**config.mk**
```make
export PLATFORM = sky130hd
export DESIGN_NAME = fofb_cell_tracker_flat
export DESIGN_NICKNAME = d
export VERILOG_FILES = /design/src/rtl/fofb_pkg.sv /design/src/rtl/fofb_cell_tracker_if.sv /design/src/rtl/fofb_link_merge.sv /design/src/rtl/fofb_cell_tracker.sv /design/src/flat_wrapper.sv
export SDC_FILE = /design/constraint.sdc
export NUM_CORES = 1
export LEC_CHECK = 0
export CORE_UTILIZATION = 47
export DETAILED_ROUTE_END_ITERATION = 16
export HOLD_SLACK_MARGIN = 0.15
export PLACE_DENSITY_LB_ADDON = 0.05
export SLEW_MARGIN = 20
export SYNTH_ARGS = -nofsm -noshare
export SYNTH_HDL_FRONTEND = slang
export SYNTH_SLANG_ARGS = --single-unit
```
**constraint.sdc**
```tcl
create_clock -name sysClk -period 4.7 [get_ports sysClk]
set_clock_uncertainty 0.05 [all_clocks]
set_input_delay 1.175 -clock sysClk [delete_from_list [all_inputs] [get_ports sysClk]]
set_output_delay 1.175 -clock sysClk [all_outputs]
set_load 0.02 [all_outputs]
```
**src/rtl/fofb_pkg.sv**
```systemverilog
// fofb_pkg: shared state type, status code and us-divider helper for the FOFB cell tracker.
package fofb_pkg;
  typedef enum logic [1:0] {IDLE, ACTIVE, VALID, TIMEOUT} fofbState_e;
  localparam logic [1:0] ST_SUCCESS = 2'd0;
  function automatic int usDivider(input int sysClkRate);
    return sysClkRate / 1000000 - 1;
  endfunction
endpackage

```
**src/rtl/fofb_cell_tracker_if.sv**
```systemverilog
// fofb_cell_tracker_if: per-link cell status strobes arriving from the link CDC.
interface fofb_cell_tracker_if #(
  parameter int NUM_LINKS = 2,
  parameter int CELL_INDEX_WIDTH = 5
);
  logic [NUM_LINKS-1:0] statusValid;
  logic [2*NUM_LINKS-1:0] statusCode;
  logic [NUM_LINKS*CELL_INDEX_WIDTH-1:0] statusCellIndex;
  logic [NUM_LINKS-1:0] statusFOFBenabled;
  modport master(output statusValid, statusCode, statusCellIndex, statusFOFBenabled);
  modport slave(input statusValid, statusCode, statusCellIndex, statusFOFBenabled);
endinterface

```
**src/rtl/fofb_link_merge.sv**
```systemverilog
// fofb_link_merge: OR-merges all link status strobes into one-hot accept/enabled cell masks.
module fofb_link_merge
  import fofb_pkg::*;
#(
  parameter int MAX_CELLS = 32,
  parameter int NUM_LINKS = 2,
  parameter int CELL_INDEX_WIDTH = $clog2(MAX_CELLS)
) (
  input  logic [NUM_LINKS-1:0] statusValid,
  input  logic [2*NUM_LINKS-1:0] statusCode,
  input  logic [NUM_LINKS*CELL_INDEX_WIDTH-1:0] statusCellIndex,
  input  logic [NUM_LINKS-1:0] statusFOFBenabled,
  output logic [MAX_CELLS-1:0] acceptMask,
  output logic [MAX_CELLS-1:0] enabledMask
);
  localparam int SPAN = 2 ** CELL_INDEX_WIDTH;
  logic [SPAN-1:0] hot;
  // Indices at or above MAX_CELLS land in the discarded upper bits of hot
  always_comb begin
    acceptMask = '0;
    enabledMask = '0;
    hot = '0;
    for (int k = 0; k < NUM_LINKS; k++) begin
      hot = statusValid[k] && statusCode[2*k +: 2] == ST_SUCCESS
          ? SPAN'(1) << statusCellIndex[k*CELL_INDEX_WIDTH +: CELL_INDEX_WIDTH] : '0;
      acceptMask |= hot[MAX_CELLS-1:0];
      enabledMask |= statusFOFBenabled[k] ? hot[MAX_CELLS-1:0] : '0;
    end
  end
endmodule

```
**src/rtl/fofb_cell_tracker.sv**
```systemverilog
// fofb_cell_tracker: per-FA-cycle cell arrival tracker with timeout/overrun detection.
// Optional per-cell miss statistics when CELL_MISS_STATS_EN is defined.
module fofb_cell_tracker
  import fofb_pkg::*;
#(
  parameter int SYSCLK_RATE = 100000000,
  parameter int MAX_CELLS = 32,
  parameter int NUM_LINKS = 2,
  parameter int CELL_INDEX_WIDTH = $clog2(MAX_CELLS),
  parameter int TIMER_WIDTH = 8,
  parameter int SEQNO_WIDTH = 3
) (
  input  logic sysClk,
  input  logic sysResetN,
  input  logic FAstrobe,
  input  logic [$clog2(MAX_CELLS+1)-1:0] cellCount,
  input  logic [TIMER_WIDTH-1:0] timeoutUs,
  fofb_cell_tracker_if.slave status,
  output logic readoutActive,
  output logic readoutValid,
  output logic readTimeout,
  output logic fofbEnabled,
  output logic [MAX_CELLS-1:0] fofbBitmapAll,
  output logic [MAX_CELLS-1:0] fofbBitmapEnabled,
  output logic [MAX_CELLS-1:0] bitmapAllSnap,
  output logic [MAX_CELLS-1:0] bitmapEnabledSnap,
  output logic [$clog2(MAX_CELLS+1)-1:0] cellCounter,
  output logic [TIMER_WIDTH-1:0] readoutTime,
  output logic [SEQNO_WIDTH-1:0] seqno,
  output logic timeoutStrobe,
  output logic overrunStrobe
`ifdef CELL_MISS_STATS_EN
  , input logic [CELL_INDEX_WIDTH-1:0] missAddr,
  output logic [7:0] missCount
`endif
);
  localparam int CW = $clog2(MAX_CELLS + 1);
  localparam int DIV_RELOAD = usDivider(SYSCLK_RATE);
  localparam int DW = DIV_RELOAD > 0 ? $clog2(DIV_RELOAD + 1) : 1;
  fofbState_e state;
  logic [MAX_CELLS-1:0] acceptMask, enabledMask, nextAll, nextEnabled;
  logic [CW-1:0] fofbCounter;
  logic [TIMER_WIDTH-1:0] readoutTimer;
  logic [DW-1:0] divider;
  fofb_link_merge #(
    .MAX_CELLS(MAX_CELLS),
    .NUM_LINKS(NUM_LINKS),
    .CELL_INDEX_WIDTH(CELL_INDEX_WIDTH)
  ) linkMerge (
    .statusValid(status.statusValid),
    .statusCode(status.statusCode),
    .statusCellIndex(status.statusCellIndex),
    .statusFOFBenabled(status.statusFOFBenabled),
    .acceptMask(acceptMask),
    .enabledMask(enabledMask)
  );
  assign nextAll = fofbBitmapAll | acceptMask;
  assign nextEnabled = fofbBitmapEnabled | enabledMask;
  // Completion compares the registered counter, so it lands one cycle after the last accept
  always_ff @(posedge sysClk or negedge sysResetN)
    if (!sysResetN) begin
      state <= IDLE;
      readoutActive <= 1'b0;
      readoutValid <= 1'b0;
      readTimeout <= 1'b0;
      fofbEnabled <= 1'b0;
      fofbBitmapAll <= '0;
      fofbBitmapEnabled <= '0;
      bitmapAllSnap <= '0;
      bitmapEnabledSnap <= '0;
      cellCounter <= '0;
      fofbCounter <= '0;
      readoutTimer <= '0;
      divider <= '0;
      readoutTime <= '0;
      seqno <= '0;
      timeoutStrobe <= 1'b0;
      overrunStrobe <= 1'b0;
    end else begin
      timeoutStrobe <= 1'b0;
      overrunStrobe <= 1'b0;
      if (FAstrobe) begin
        bitmapAllSnap <= fofbBitmapAll;
        bitmapEnabledSnap <= fofbBitmapEnabled;
        fofbBitmapAll <= '0;
        fofbBitmapEnabled <= '0;
        cellCounter <= '0;
        fofbCounter <= '0;
        readoutTimer <= '0;
        divider <= DW'(DIV_RELOAD / 2);
        overrunStrobe <= state == ACTIVE;
        state <= ACTIVE;
        readoutActive <= 1'b1;
        readoutValid <= 1'b0;
        readTimeout <= 1'b0;
      end else if (state == ACTIVE) begin
        fofbBitmapAll <= nextAll;
        fofbBitmapEnabled <= nextEnabled;
        cellCounter <= CW'($countones(nextAll));
        fofbCounter <= CW'($countones(nextEnabled));
        divider <= divider == '0 ? DW'(DIV_RELOAD) : divider - 1'b1;
        if (divider == '0 && readoutTimer != '1) readoutTimer <= readoutTimer + 1'b1;
        if (cellCounter == cellCount) begin
          state <= VALID;
          readoutActive <= 1'b0;
          readoutValid <= 1'b1;
          fofbEnabled <= fofbCounter == cellCount;
          seqno <= seqno + 1'b1;
          readoutTime <= readoutTimer;
        end else if (timeoutUs != '0 && readoutTimer >= timeoutUs) begin
          state <= TIMEOUT;
          readoutActive <= 1'b0;
          readTimeout <= 1'b1;
          fofbEnabled <= 1'b0;
          readoutTime <= readoutTimer;
          timeoutStrobe <= 1'b1;
        end
      end
    end
`ifdef CELL_MISS_STATS_EN
  logic [7:0] missCnt [MAX_CELLS];
  always_ff @(posedge sysClk or negedge sysResetN)
    if (!sysResetN) begin
      for (int i = 0; i < MAX_CELLS; i++) missCnt[i] <= '0;
      missCount <= '0;
    end else begin
      for (int i = 0; i < MAX_CELLS; i++)
        if (FAstrobe && !fofbBitmapAll[i] && CW'(i) < cellCount && missCnt[i] != 8'hFF)
          missCnt[i] <= missCnt[i] + 8'd1;
      missCount <= missCnt[missAddr];
    end
`endif
endmodule

```
**src/flat_wrapper.sv**
```systemverilog
// flat-port wrapper written by rule: the top's interface ports become plain ports
module fofb_cell_tracker_flat import fofb_pkg::*;
#(
  parameter int SYSCLK_RATE = 100000000,
  parameter int MAX_CELLS = 32,
  parameter int NUM_LINKS = 2,
  parameter int CELL_INDEX_WIDTH = $clog2(MAX_CELLS),
  parameter int TIMER_WIDTH = 8,
  parameter int SEQNO_WIDTH = 3
)
  (sysClk, sysResetN, FAstrobe, cellCount, timeoutUs, readoutActive, readoutValid, readTimeout, fofbEnabled, fofbBitmapAll, fofbBitmapEnabled, bitmapAllSnap, bitmapEnabledSnap, cellCounter, readoutTime, seqno, timeoutStrobe, overrunStrobe, status_statusValid, status_statusCode, status_statusCellIndex, status_statusFOFBenabled);
  fofb_cell_tracker_if #(.NUM_LINKS(NUM_LINKS), .CELL_INDEX_WIDTH(CELL_INDEX_WIDTH)) status_i ();
  input  logic sysClk;
  input  logic sysResetN;
  input  logic FAstrobe;
  input  logic [$clog2(MAX_CELLS+1)-1:0] cellCount;
  input  logic [TIMER_WIDTH-1:0] timeoutUs;
  output logic readoutActive;
  output logic readoutValid;
  output logic readTimeout;
  output logic fofbEnabled;
  output logic [MAX_CELLS-1:0] fofbBitmapAll;
  output logic [MAX_CELLS-1:0] fofbBitmapEnabled;
  output logic [MAX_CELLS-1:0] bitmapAllSnap;
  output logic [MAX_CELLS-1:0] bitmapEnabledSnap;
  output logic [$clog2(MAX_CELLS+1)-1:0] cellCounter;
  output logic [TIMER_WIDTH-1:0] readoutTime;
  output logic [SEQNO_WIDTH-1:0] seqno;
  output logic timeoutStrobe;
  output logic overrunStrobe;
  input wire logic [$bits(status_i.statusValid)-1:0] status_statusValid;
  input wire logic [$bits(status_i.statusCode)-1:0] status_statusCode;
  input wire logic [$bits(status_i.statusCellIndex)-1:0] status_statusCellIndex;
  input wire logic [$bits(status_i.statusFOFBenabled)-1:0] status_statusFOFBenabled;
  assign status_i.statusValid = status_statusValid;
  assign status_i.statusCode = status_statusCode;
  assign status_i.statusCellIndex = status_statusCellIndex;
  assign status_i.statusFOFBenabled = status_statusFOFBenabled;
  fofb_cell_tracker #(.SYSCLK_RATE(SYSCLK_RATE), .MAX_CELLS(MAX_CELLS), .NUM_LINKS(NUM_LINKS), .CELL_INDEX_WIDTH(CELL_INDEX_WIDTH), .TIMER_WIDTH(TIMER_WIDTH), .SEQNO_WIDTH(SEQNO_WIDTH)) u_core (.sysClk(sysClk), .sysResetN(sysResetN), .FAstrobe(FAstrobe), .cellCount(cellCount), .timeoutUs(timeoutUs), .status(status_i), .readoutActive(readoutActive), .readoutValid(readoutValid), .readTimeout(readTimeout), .fofbEnabled(fofbEnabled), .fofbBitmapAll(fofbBitmapAll), .fofbBitmapEnabled(fofbBitmapEnabled), .bitmapAllSnap(bitmapAllSnap), .bitmapEnabledSnap(bitmapEnabledSnap), .cellCounter(cellCounter), .readoutTime(readoutTime), .seqno(seqno), .timeoutStrobe(timeoutStrobe), .overrunStrobe(overrunStrobe));
endmodule
```
# == After elaboration in Yosys (flattened, before gate mapping) ==
# Cells that the tools add are included.
# totals
regBits,174
inputBits,35
out_inout_bits,151
word_cells,156
# op_classes
addsub,65
n_lt_le_gt_ge,1
n_eq_ne,5
n_shift,2
n_mux,41
bitwise,5
reduce_logical,20
# op_table
op,n
two-way mux 32 bit,8
adder 6 bit,30
OR 32 bit,4
adder 1 x 1 -> 2 bit,32
"left shift 1 x 5 -> 32 bit, first input constant",2
two-way mux 8 bit,5
two-way mux 6 bit,4
two-way mux 7 bit,3
two-way mux 1 bit,17
== test 6 bit,2
nonzero test 2 bit,5
AND reduction 3 bit,3
"adder 8 x 1 -> 8 bit, second input constant",1
>= comparator 8 bit,1
two-way mux 2 bit,4
"!= test 8 bit, second input constant",1
nonzero test 8 bit,1
logical NOT 7 bit,1
"subtractor 7 x 1 -> 7 bit, second input constant",1
AND reduction 2 bit,3
logical AND 1 bit,4
logical NOT 2 bit,2
"adder 3 x 1 -> 3 bit, second input constant",1
nonzero test 3 bit,1
3 further kinds,3

# == Depth between registers and ports, before layout ==
# Gate-level depths: netlist of the first run.
# depth
depth_word,13
mapped_depth,23
ltp_nobuf,22

# == Modules after synthesis ==
# Synthesis of the first run repeated with hierarchy kept, for this count alone.
# hier_totals
hier_cells,875
area_unflattened_um2,9404.0
# modules_own_cells
mod,instances,cells_per_inst,area_each_um2,seq_area_each_um2
fofb_cell_tracker,1,755,8667.1,4354.2
fofb_link_merge,1,120,737.0,0.0

# == Worst setup path after synthesis of the first run ==
# Ideal clock, no wire load.
# synth_timing
kind,input -> register
start,in status_statusCellIndex[3]
end,reg u_core.fofbCounter[5]
setup_ns,0.137
arrival_ns,5.928
required_ns,4.513
setup_slack_ns,-1.415
cell_stages,19
path_buffers,1
cell_sequence,clkbuf_1 -> and2_1 -> nor2b_1 -> a221o_1 -> ha_1 -> fa_1 -> inv_1 -> fa_1 -> inv_1 -> fa_1 -> fa_1 -> inv_1 -> fa_1 -> inv_1 -> ha_1 -> fa_1 -> a21o_1 -> a21oi_1 -> a21oi_1
# synth_between
elab_chain_cells,12
elab_cells_between_ends,38
cone_classes,add/sub: 31; shift: 1; mux: 4; bitwise: 2
# synth_lines
item,line_no,rtl
from (decl),flat_wrapper.sv:33,input wire logic [$bits(status_i.statusCellIndex)-1:0] status_statusCellIndex;
left shift 1 x 5 -> 32 bit *,fofb_link_merge.sv:25,? SPAN'(1) << statusCellIndex[k*CELL_INDEX_WIDTH +: CELL_INDEX_WIDTH] : '0;
two-way mux 32 bit *,fofb_link_merge.sv:25,
two-way mux 32 bit *,fofb_link_merge.sv:27,enabledMask |= statusFOFBenabled[k] ? hot[MAX_CELLS-1:0] : '0;
OR 32 bit *,fofb_link_merge.sv:27,
OR 32 bit *,fofb_cell_tracker.sv:58,assign nextEnabled = fofbBitmapEnabled | enabledMask;
adder 1 x 1 -> 2 bit (implied by the code),fofb_cell_tracker.sv:100,fofbCounter <= CW'($countones(nextEnabled));
adder 6 bit (implied by the code) (3 in a row),fofb_cell_tracker.sv:100,
adder 6 bit (implied by the code) *,fofb_cell_tracker.sv:100,
two-way mux 6 bit *,fofb_cell_tracker.sv:96,end else if (state == ACTIVE) begin
two-way mux 6 bit *,fofb_cell_tracker.sv:82,if (FAstrobe) begin
to (signal assigned),fofb_cell_tracker.sv:100,
to (decl),fofb_cell_tracker.sv:42,logic [CW-1:0] fofbCounter;
# Every way passes the cells marked *; elsewhere a longest branch is shown, timed or not. The select of a mux whose other input is x is not followed.
# A chain may end at the register's enable or synchronous reset.

# == Final worst setup path of the first run ==
# Ends and elaborated chain as after synthesis.

==> metrics, run 1 <==
outcome=finished with violations; failing checks=negative setup slack; Post-synth EDFFs=0; Post-Syn Area=0.01031 sq mm; Min Clock Period, post-route=5.899 ns; DP HPWL=21,580 um; initial antenna violation count=2; Tot Pwr=3.834 mW; Setup crit start kind=input port; Core Box Area=0.02129 sq mm; ANT nets after route=0; WL/cell=19.37 um; Vias/cell=5.477; kind of critical path=input port to flip-flop; Worst-path clk slew=0.07 ns; area grow syn2layout=47.08%; Worst R2R Path Depth=16; # DRC=0; number of global-route vias before repair=8,721; H-tree lvl count=4; Horiz. Die Dim=150.1 um; final core occ=0.7127; io pins=186; fmax=169.5 MHz; clock root buffer=clkbuf_16; GR Overflow Total=0; Fin Setup TNS=-10.24 ns; Synth Net Count=1,030; RSZ-0062 raised after global routing=true; Clock Path Buffers=2; Worst Tran Pin Value=0.8369 ns; share of layout cells above drive strength 1=0.3609; CTS tree=yes; drt total wl=30,140 um; GRT Overall Usage=0.2791; slowest CP cell=fa_1; Clk Latency, worst-skew pair=0.44 ns; Layout Nets=1,413; global-route wire length before repair=47,760 um; Vias=8,522; floorplan row count=53; worst slack, placed=-2.086 ns; worst min path class=flip-flop to flip-flop; Synth area leader=dfrtp_1; crit path cell chain=buf_2, buf_6, and2_4, nor2b_4, buf_4, a221o_1, ha_4, inv_2, fa_2, fa_1, inv_2, fa_2, fa_1, inv_2, fa_1, inv_2, ha_4, fa_2, a21o_1, a21oi_2, a21oi_2; peak supply drop=0.0002369 V; starting density of the core=0.4846; WP data arrival=6.14 ns; Req. time, crit path=4.94 ns; Yosys reg bits=174; Die Height=150.1 um; Synth area leaders=dfrtp_1, fa_1, mux2_2, ha_1, a221o_1; worst relative slew slack=0.4412; crit-path max FO=7; Ys Warns=0; CTS buffer count=17; cell count after synthesis=884; GPL Wtd Cong=0.8877; Initial DRT Pass Iterations=5; Pleak=7.885 nW; Seq/Total Area, Yosys=0.4221; CP most frequent cell=inv_2; async set-reset flop share out of synthesis=1.000; crit end category=flip-flop; Hold Path Stages=1; pwr/cell area=252.7 mW/mm^2; Iter 0 DRT Violations=624; clock sink count=174; FF-to-FF setup slack=-0.08 ns; Max-cap violations=0; final count of negative-setup-slack endpoints=11; die area=0.02254 sq mm; Hold Fails Final Rpt=0; pin count of the biggest net entering global routing=89; Final period util=1.255; library cells used by synthesis=47; slowest stage delay, CP=0.57 ns; ys flop type=dfrtp_1; pins over their slew limit=0; Yosys top cell area share=0.4221; I/O Buffers=185; synthesized area per cell=11.67 sq um; PnR worst setup slack=-1.199 ns
[cell families after synthesis]
group / after synthesis / share of synthesized area
compound gates: 175 / 0.1534
flops: 174 / 0.4221
simple gates: 160 / 0.08515
buf+inv: 159 / 0.05980
fa+ha+maj: 111 / 0.1725
mux: 74 / 0.08066
xor+xnor: 31 / 0.02632
[worst max-delay path: cells and delay by family]
family | cells | cell delay (ns)
adders and majority gates | 8 | 3.29
buffers and inverters | 7 | 0.60
AOI/OAI and AO/OA | 4 | 0.76
and+or+nand+nor | 2 | 0.31
[sequential cells by signal, indices dropped and copies added (netlist names)]
register / cells
u_core.fofbCounter: 6
u_core.readTimeout: 1
u_core.readoutActive: 1
u_core.fofbEnabled: 1
u_core.bitmapEnabledSnap: 32
u_core.seqno: 3
u_core.bitmapAllSnap: 32
u_core.state: 2
u_core.readoutValid: 1
u_core.fofbBitmapAll: 32
u_core.readoutTime: 8
u_core.fofbBitmapEnabled: 32
u_core.timeoutStrobe: 1
u_core.readoutTimer: 8
u_core.overrunStrobe: 1
u_core.divider: 7
u_core.cellCounter: 6
[area by class of cell]
class                           instances  area [sq um]
Inverter                              120         450.4
Antenna cell                            1         2.502
Timing Repair Buffer                  403          3632
Fill cell                            1552          6116
Clock inverter                         14         147.6
Tap cell                              275         344.1
Clock buffer                           18         429.2
Sequential cell                       174          4354
Multi-Input combinational cell        551          5811
[cell usage after synthesis, drive strengths merged (2+ instances only)]
master / n
xnor2: 18
nor3b: 6
o21ai: 8
o21a: 2
o211a: 64
a211oi: 5
clkbuf: 20
mux2: 73
nor4: 7
nand4: 3
xor2: 13
inv: 120
buf: 19
ha: 59
and2: 3
a221o: 64
nand2: 40
a21oi: 20
dfrtp: 174
nand3: 5
nand2b: 21
fa: 52
a21o: 5
and3: 3
o31ai: 2
nor2: 47
nor3: 15
nor2b: 6
[worst paths after layout]
check,startpoint,to
min,u_core.seqno[2],u_core.seqno[2]
min in group asynchronous,sysResetN,u_core.bitmapEnabledSnap[21]
min reg2reg,u_core.seqno[2],u_core.seqno[2]
max,status_statusCellIndex[3],u_core.fofbCounter[5]
max reg2reg,u_core.fofbBitmapEnabled[16],u_core.fofbCounter[5]
max in group asynchronous,sysResetN,u_core.fofbBitmapAll[1]
[per-layer routing]
metal / part of all wire / up-vias / track usage / wire length, um
met3: 0.071 / 31 / 0.06303 / 2146
li1: - / 3894 / - / -
met4: 0.016 / 0 / 0.08182 / 484
met5: 0 / - / 0 / 0
met2: 0.46 / 339 / 0.4308 / 13890
met1: 0.45 / 4258 / 0.3927 / 13620
[placed cells by master (no fill, tap or decap), types with 26 or more instances in the layout]
| cell | netlist | final |
|---|---|---|
| buf_4 | 0 | 198 |
| nand2_1 | 40 | 34 |
| ha_1 | 59 | 43 |
| fa_1 | 52 | 38 |
| mux2_2 | 72 | 72 |
| clkdlybuf4s50_1 | 0 | 165 |
| dfrtp_1 | 174 | 174 |
| nor2_1 | 47 | 30 |
| inv_1 | 119 | 94 |
| inv_2 | 1 | 26 |
| o211a_1 | 64 | 64 |
| a221o_1 | 64 | 64 |
[report_power, final]
| group | internal, mW | leakage, nW | switching (mW) |
|---|---|---|---|
| combinational | 0.367 | 5.21 | 0.415 |
| sequential | 1.56 | 2.39 | 0.0560 |
| clock | 0.754 | 0.286 | 0.679 |
[per-stage QoR]
stage          hold WS [ns]  area [sq um]  instances
3_5_place_dp         0.4224         13910       1489
5_1_grt              0.4365         15170       1556
4_1_cts              0.4320         14930       1544
3_3_place_gp         0.4138         13910       1489
2_1_floorplan        0.4356         10480        884
6_report             0.4319         15170       1556
[repair_timing]
item | in CTS | in global routing
buffers inserted | 25 | 12
endpoints found under the setup margin | 12 | 12
hold buffers | 0 | 0
pin swaps | 60 | 50
gates cloned | 1 | 0
gates resized for setup | 137 | 45
Note: power is estimated with default switching activity, not from simulation.
==> inputs of run 2 (changes only) <==
Settings changed: CORE_ASPECT_RATIO from default to 0.8, SETUP_SLACK_MARGIN from default to 0.2.
==> run 2 against run 1 <==
Against the previous run: clock power barely moved; critical path type unchanged; final cell count up 0.71%; the flow still finishes with violations (negative setup slack); core utilization is 0.94 points lower; critical path depth rose by 1; sequential power about the same; power decreased by 0.64%; flip-flop and latch count is the same; hold slack got worse by 0.0090 ns; maximum frequency decreased by 0.45%; sequential share of layout area about the same; combinational power down 2.8%; register-to-register slack improved by 0.02 ns.
==> metrics, run 2 (synthesis results as in run 1) <==
Worst Tran Pin Value=0.7031 ns (was 0.8369 ns); worst min path class=flip-flop to flip-flop (unchanged); Final Cell Area=0.01516 sq mm (was 0.01517 sq mm); worst relative slew slack=0.5306 (was 0.4412); Layout Nets=1,425 (was 1,413); clock sink count=174 (unchanged); CTS tree=yes (unchanged); # DRC=0 (unchanged); Iter 0 DRT Violations=643 (was 624); die area=0.02255 sq mm (was 0.02254 sq mm); GR Overflow Total=0 (unchanged); pin count of the biggest net entering global routing=63 (was 89); most frequent cells in the layout=buf_4, dfrtp_1, clkdlybuf4s50_1 (unchanged); initial antenna violation count=1 (was 2); GPL Wtd Cong=0.9058 (was 0.8877); Die Height=134.5 um (was 150.1 um); pins over their slew limit=0 (unchanged); count of hold-fix buffers inserted at cts=0 (unchanged); H-tree lvl count=4 (unchanged); GRT Overall Usage=0.2782 (was 0.2791); CTS buffer count=17 (unchanged); Initial DRT Pass Iterations=5 (unchanged); Min Clock Period, post-route=5.925 ns (was 5.899 ns); RSZ-0062 raised after global routing=true (unchanged); ANT nets after route=0 (unchanged); share of layout cells above drive strength 1=0.3579 (was 0.3609); WP data arrival=6.22 ns (was 6.14 ns); drt total wl=30,120 um (was 30,140 um); area grow syn2layout=47.00% (was 47.08%); Vias=8,489 (was 8,522); PnR worst setup slack=-1.225 ns (was -1.199 ns); Vias/cell=5.417 (was 5.477); starting density of the core=0.4784 (was 0.4846); Worst-path clk slew=0.07 ns (about the same); Fin Setup TNS=-10.25 ns (was -10.24 ns); Hold Fails Final Rpt=0 (unchanged); pwr/cell area=251.2 mW/mm^2 (was 252.7 mW/mm^2); Multi-input gate area=0.005720 sq mm (was 0.005811 sq mm); Hold Slack=0.4229 ns (was 0.4319 ns); number of global-route vias before repair=8,733 (was 8,721); clock root buffer=clkbuf_16 (unchanged); crit end category=flip-flop (unchanged); worst slack, placed=-1.981 ns (was -2.086 ns); WL/cell=19.22 um (was 19.37 um); Setup crit start kind=input port (unchanged); peak supply drop=0.0002343 V (was 0.0002369 V); Req. time, crit path=5.00 ns (was 4.94 ns); Max-cap violations=0 (unchanged); outcome=finished with violations (unchanged); io pins=186 (unchanged); Tot Pwr=3.810 mW (was 3.834 mW); DP HPWL=21,700 um (was 21,580 um); final count of negative-setup-slack endpoints=12 (was 11); failing checks=negative setup slack (unchanged); Final period util=1.261 (was 1.255); crit-path max FO=3 (was 7); kind of critical path=input port to flip-flop (unchanged); global-route wire length before repair=47,970 um (was 47,760 um); Pleak=7.957 nW (was 7.885 nW); Filler Cell Count=1,579 (was 1,552); commonest non-fill, non-tap cell in the layout=buf_4 (unchanged); Seq. cell area=0.004354 sq mm (unchanged); Horiz. Die Dim=167.6 um (was 150.1 um); fmax=168.8 MHz (was 169.5 MHz); I/O Buffers=185 (unchanged); Clk Latency, worst-skew pair=0.44 ns (about the same); floorplan row count=48 (was 53); Core Box Area=0.02156 sq mm (was 0.02129 sq mm); Clock Path Buffers=2 (unchanged); placed instance area=0.01394 sq mm (was 0.01391 sq mm)
[run 2: routing by layer]
metal,part of all wire,GRT usage,vias up
met4,0.015,0.07543,0
met5,0,0,-
met2,0.44,0.4153,304
met1,0.47,0.3973,4229
li1,-,-,3918
met3,0.074,0.07796,38
[run 2: timing repair]
item	in CTS	in global routing
gates cloned	1	0
resized for setup	131	20
setup endpoints to repair	12	12
setup buffers	34	8
pin swaps	79	37
[run 2: worst paths after layout]
check,start,to,slack (ns),cells past startpoint
worst max-delay path,status_statusCode[0],u_core.fofbCounter[3],-1.23,22
worst min-delay path,u_core.seqno[2],u_core.seqno[2],0.42,1
worst max register to register,u_core.fofbBitmapAll[14],u_core.cellCounter[5],-0.06,16
worst min register to register,u_core.seqno[2],u_core.seqno[2],0.42,1
max in group asynchronous,sysResetN,u_core.bitmapAllSnap[26],3.08,2
min in group asynchronous,sysResetN,u_core.bitmapEnabledSnap[23],0.68,1
[run 2: layout make-up]
cell class              instances  share of cell area
well taps                     275             0.02269
clock buffers                  19             0.02855
flip-flops and latches        174              0.2872
repair buffers                415              0.2453
clock inverters                12            0.008994
multi-input cells             551              0.3773
diodes                          1           0.0001650
inverters                     120             0.02987
[run 2: critical path, stage by stage]
cell and delay (ns):
buf_6 0.10, nor3b_4 0.32, nand3_2 0.16, buf_6 0.15, nor3b_2 0.18, buf_4 0.15, a221o_1 0.18, ha_2 0.18
inv_2 0.03, fa_1 0.49, inv_2 0.04, fa_1 0.56, fa_2 0.45, fa_1 0.51, inv_1 0.05, fa_1 0.49
inv_2 0.05, ha_4 0.16, fa_2 0.36, buf_4 0.15, xnor2_2 0.12, a211oi_2 0.18
[run 2: through the flow]
stage	instances	utilization
2_1_floorplan	884	-
3_3_place_gp	1492	0.6468
3_5_place_dp	1492	0.6468
4_1_cts	1558	0.6970
5_1_grt	1567	0.7033
6_report	1567	0.7033
[run 2: power by group]
group | switching [mW] | total [mW] | internal (mW)
Clock | 0.644 | 1.43 | 0.786
Combinational | 0.400 | 0.760 | 0.360
Sequential | 0.0550 | 1.62 | 1.56
